[src/rtl/rf_pkg.sv]
// Shared constants and helpers for the parametrised multi-port register file.
// The storage top and the read-port slices both import this package.
package rf_pkg;

  localparam int RF_DEF_DATA_W = 32;
  localparam int RF_DEF_DEPTH  = 32;
  localparam int RF_DEF_NUM_RD = 2;
  localparam int RF_DEF_NUM_WR = 1;
  localparam int RF_MAX_RD     = 4;
  localparam int RF_MAX_WR     = 2;

  // Address width for a given depth; a single-entry file still needs one address bit.
  function automatic int rf_clog2(input int n);
    int r;
    r = 0;
    while ((1 << r) < n) r++;
    return (r < 1) ? 1 : r;
  endfunction

endpackage

[src/rtl/rf_read_port.sv]
// One read port of the register file: array mux, write bypass, zero/range override
// and an optional output register.
module rf_read_port
  import rf_pkg::*;
#(
  parameter int DATA_W    = RF_DEF_DATA_W,
  parameter int DEPTH     = RF_DEF_DEPTH,
  parameter int AW        = rf_clog2(RF_DEF_DEPTH),
  parameter int NUM_WR    = RF_DEF_NUM_WR,
  parameter int ZERO_REG  = 1,
  parameter int BYPASS    = 1,
  parameter int SYNC_READ = 0
) (
  input  logic                     clk_i,
  input  logic                     rst_ni,
  input  logic [AW-1:0]            raddr_i,
  input  logic [DATA_W-1:0]        mem_i [DEPTH],
  input  logic [NUM_WR-1:0]        wr_en_i,
  input  logic [NUM_WR*AW-1:0]     waddr_i,
  input  logic [NUM_WR*DATA_W-1:0] wdata_i,
  output logic [DATA_W-1:0]        rdata_o
);

  logic [DATA_W-1:0] sel;
  logic              in_range;

  assign in_range = int'(raddr_i) < DEPTH;

  always_comb begin
    sel = '0;
    if (in_range) sel = mem_i[raddr_i];
    // Ascending scan so the higher write port wins a collision, matching the array.
    if (BYPASS != 0) begin
      for (int k = 0; k < NUM_WR; k++) begin
        if (wr_en_i[k] && (waddr_i[k*AW +: AW] == raddr_i)) sel = wdata_i[k*DATA_W +: DATA_W];
      end
    end
    if (!in_range || ((ZERO_REG != 0) && (raddr_i == '0))) sel = '0;
  end

  if (SYNC_READ != 0) begin : g_sync
    logic [DATA_W-1:0] rdata_q;
    always_ff @(posedge clk_i or negedge rst_ni) begin
      if (!rst_ni) rdata_q <= '0;
      else         rdata_q <= sel;
    end
    assign rdata_o = rdata_q;
  end else begin : g_comb
    logic unused_clk;
    assign unused_clk = clk_i;
    // Bypass data could otherwise leak through while the array is held in reset.
    assign rdata_o = rst_ni ? sel : '0;
  end

endmodule

[src/rtl/reg_file_mp.sv]
// Multi-port architectural register file: storage array, filtered write decode with
// port-1-over-port-0 collision priority, and NUM_RD independent read ports.
module reg_file_mp
  import rf_pkg::*;
#(
  parameter int DATA_W    = RF_DEF_DATA_W,
  parameter int DEPTH     = RF_DEF_DEPTH,
  parameter int NUM_RD    = RF_DEF_NUM_RD,
  parameter int NUM_WR    = RF_DEF_NUM_WR,
  parameter int ZERO_REG  = 1,
  parameter int BYPASS    = 1,
  parameter int SYNC_READ = 0,
  localparam int AW       = rf_clog2(DEPTH)
) (
  input  logic                     clk_i,
  input  logic                     rst_ni,
  input  logic [NUM_WR-1:0]        we_i,
  input  logic [NUM_WR*AW-1:0]     waddr_i,
  input  logic [NUM_WR*DATA_W-1:0] wdata_i,
  input  logic [NUM_RD*AW-1:0]     raddr_i,
  output logic [NUM_RD*DATA_W-1:0] rdata_o
);

  logic [DATA_W-1:0] mem [DEPTH];
  logic [NUM_WR-1:0] wr_en;

  // Drop writes that target a non-existent register or the hardwired zero register.
  always_comb begin
    wr_en = '0;
    for (int k = 0; k < NUM_WR; k++) begin
      wr_en[k] = we_i[k]
               && (int'(waddr_i[k*AW +: AW]) < DEPTH)
               && !((ZERO_REG != 0) && (waddr_i[k*AW +: AW] == '0));
    end
  end

  // Later loop iterations override earlier ones, so port 1 wins a same-address collision.
  always_ff @(posedge clk_i or negedge rst_ni) begin
    if (!rst_ni) begin
      for (int i = 0; i < DEPTH; i++) mem[i] <= '0;
    end else begin
      for (int k = 0; k < NUM_WR; k++) begin
        if (wr_en[k]) mem[waddr_i[k*AW +: AW]] <= wdata_i[k*DATA_W +: DATA_W];
      end
    end
  end

  for (genvar j = 0; j < NUM_RD; j++) begin : g_rd
    rf_read_port #(
      .DATA_W    (DATA_W),
      .DEPTH     (DEPTH),
      .AW        (AW),
      .NUM_WR    (NUM_WR),
      .ZERO_REG  (ZERO_REG),
      .BYPASS    (BYPASS),
      .SYNC_READ (SYNC_READ)
    ) u_rd (
      .clk_i   (clk_i),
      .rst_ni  (rst_ni),
      .raddr_i (raddr_i[j*AW +: AW]),
      .mem_i   (mem),
      .wr_en_i (wr_en),
      .waddr_i (waddr_i),
      .wdata_i (wdata_i),
      .rdata_o (rdata_o[j*DATA_W +: DATA_W])
    );
  end

endmodule

[config.mk]
export PLATFORM = sky130hd
export DESIGN_NAME = reg_file_mp
export DESIGN_NICKNAME = d
export VERILOG_FILES = /design/src/rtl/rf_pkg.sv /design/src/rtl/rf_read_port.sv /design/src/rtl/reg_file_mp.sv
export SDC_FILE = /design/constraint.sdc
export NUM_CORES = 2
export LEC_CHECK = 0
export BUFFER_PORTS_ARGS = -buffer_cell sky130_fd_sc_hd__buf_4
export CAP_MARGIN = 25
export CORE_ASPECT_RATIO = 0.7
export CORE_MARGIN = 2
export CORE_UTILIZATION = 50
export CTS_BUF_LIST = sky130_fd_sc_hd__clkbuf_8
export CTS_CLUSTER_SIZE = 12
export DETAILED_ROUTE_END_ITERATION = 7
export PLACE_DENSITY = 0.68
export SLEW_MARGIN = 20
export SYNTH_ARGS = -nofsm -noshare
export SYNTH_HDL_FRONTEND = slang
export SYNTH_SLANG_ARGS = --single-unit
[constraint.sdc]
create_clock -name clk_i -period 3.9 [get_ports clk_i]
set_input_delay 0.78 -clock clk_i [delete_from_list [all_inputs] [get_ports clk_i]]
set_output_delay 0.78 -clock clk_i [all_outputs]
set_load 0.03 [all_outputs]
==> flow_summary.ini <==
[outcome]
status = completed

[global_routing]
first_global_vias = 37000
grt-ovfl-total = 0
grtUsageTotal_pct = 32.1
grt_pass1_wl_um = 261000
grt_antenna_before_repair = 16
grt_max_degree = 165

[worst_setup_path]
worst_ep_arrival_time_ns = 3.05
endpoint_kind = output pin
crit_required_ns = 3.12
critical_path_peak_fanout = 15
r2r_start = mem[418]
rr_endpoint = mem[418]
startpoint_type = input port
rrSetupSlack_ns = 3.08
ff2ff_path_depth = 1
worstSetupPathType = input port to output pin

[timing]
fin_setup_tns_ns = 0
fin_ws_ns = 0.0670
rsz0062_at_grt = false
final-setup-viol-count = 0
relSlewSlack_pct = 32.8
period_minus_slack_ns = 3.83
max_freq_mhz = 261
finalHoldViolCount = 0
worst_pin_slew_ns = 1.01
fin_crit_sh_pct = 98.3
slew_viol_final = 0
skew_ns = 0

[detailed_routing]
drtIter0Drc = 4138
drc = 0
drt_wl_total_um = 177000
dr_total_vias = 36600
dr.pass1.iters = 5
vias_per_cell = 6.82
ant_nets = 0
wire_per_inst_um = 33.0

[floorplanning]
die_w_um = 400
core-area_um2 = 109000
die_area_um2 = 112000
ios = 114
start_util_pct = 50.5
fp.dieH_um = 281
rows = 101

[final_layout]
top_register = mem
reg_top3 = mem x1024
synthToLayoutAreaGrowth_pct = 13.4
largest_register_ffs = 1024
nNetsFinal = 3846
drive_gt1_share_pct = 54.2
stdcell_area_um2 = 62100

[synthesis]
yosysMostFrequentCell = dfrtp_1
async_flop_share_pct = 100
synth_cells = 3686
yosysWarnings = 0
synth_nets = 3736
yosysTopAreaCellShare_pct = 46.7
synth_ff_type = dfrtp_1
yosys.area.top_type = dfrtp_1
synth_area_um2 = 54800
yosys-top-cells-count = dfrtp_1 (1024), mux2_2 (992), mux4_2 (459)
synth.distinct_cells = 42
synth_seq_cells = 1024
synth_area_per_cell_um2 = 14.9
seq_area_frac_synth_pct = 46.7
synth_edf_count = 0
yosys-top-cells-area = dfrtp_1 (47%), mux2_2 (20%), mux4_2 (19%)

[place]
placed_cell_area_um2 = 58600
place_ws_ns = -0.164
numPortBuffers = 113
place_hpwl_um = 110000
place_congestion = 0.842

[power]
vdd_drop_max_mv = 0.376
power.leakage_nw = 27.2
power_density_nw_per_um2 = 491

[clocking]
htree_num_levels = 4
clkSinkCount = 1024
clockBufferDepth = 3
numCtsBuffers = 164
root_buffer = clkbuf_8
clock_latency_ns = 0.89
cts_tree = yes
clkTransAtPathRegs_ns = 0.07

[min_path]
hold_class = input port to asynchronous set/reset pin

[flow_run]
cap_violations = 0
## cells in the final DEF (no fill, tap or decap), types with 4 or more instances in the layout
cell type,instances
dfrtp_1,1024
mux2_2,992
mux4_2,459
buf_4,304
clkbuf_8,218
mux2i_1,170
a211oi_1,105
a22oi_1,99
nand2_1,68
buf_12,65
a221o_1,64
inv_1,51
a21oi_1,47
nor2b_1,38
and2_1,28
a221oi_1,23
nor2_4,18
o21ai_0,17
nand2_2,16
o2111ai_1,11
o211ai_1,9
diode_2,8
clkinv_2,8
nand3_1,7
xnor2_1,6
buf_8,5
xor2_1,4
nor3b_1,4
nand3b_1,4
clkinvlp_4,4
buf_6,4
## logic make-up (layout without fill, tap and decap cells)
logic type	after synthesis	after routing	share of synthesized area, %
buffers and inverters	439	672	3.49
muxes	1622	1622	42.4
other	0	8	0
xor gates and xnor gates	10	10	0.160
and+or+nand+nor	208	208	1.93
DFF	1024	1024	46.7
AOI/OAI and AO/OA	383	383	5.33
## worst max path at each step
stage / end / cells past startpoint / startpoint / slack (ns)
after global placement: rdata_o[34] / 9 / raddr_i[5] / -0.17
after floorplan: rdata_o[30] / 8 / raddr_i[1] / 0.42
after global routing: rdata_o[40] / 8 / raddr_i[6] / 0.02
after detailed placement: rdata_o[34] / 9 / raddr_i[5] / -0.16
final: rdata_o[16] / 8 / raddr_i[0] / 0.07
after CTS: rdata_o[34] / 9 / raddr_i[5] / 0.002
## cell type report
| class | instances | area, um2 |
|---|---|---|
| antenna | 8 | 20.0 |
| clock inverter | 71 | 418 |
| timing repair buffer | 380 | 3720 |
| fill | 8554 | 46400 |
| multi-input combinational | 2223 | 27500 |
| tap | 1442 | 1800 |
| sequential | 1024 | 25600 |
| inverter | 3 | 12.5 |
| clock buffer | 218 | 3000 |
## critical path, stage by stage
cell	delay (ns)
buf_8	0.19
buf_12	0.23
buf_12	0.21
mux4_2	0.51
a22oi_1	0.31
nand2_2	0.16
a221o_1	0.39
buf_4	0.20
## metal layers
layer  track usage, %  vias to the layer above  part of all wire [%]
met5                0                        -                 0.049
met4             10.7                       18                   3.4
met3             10.6                      402                    11
met2             44.1                     1991                    42
met1             47.6                    19600                    43
li1                 -                    14600                     -
## power breakdown
part | switching (mW) | internal [mW] | leakage [nW]
clock network | 4.60 | 5.13 | 1.94
registers | 1.52 | 12.7 | 13.1
logic | 2.69 | 3.89 | 12.2
## repair_timing
item | CTS | global route
resized for setup | 4 | 7
hold endpoints to repair | 36 | 0
setup endpoints to repair | 3 | 9
pin swaps | 1 | 0
hold buffers | 2 | 0
buffers inserted | 3 | 1
## metrics by stage
stage	total power, mW	utilization (%)	instances	hold WS, ns
global placement	20.6	54.0	5065	0.382
CTS	30.5	57.2	5359	0.287
global route	31.8	57.2	5365	0.337
detailed placement	20.8	54.0	5065	0.384
floorplan	18.6	-	3686	0.441
finish	30.5	57.2	5369	0.314
(Power assumes the default switching activity.)
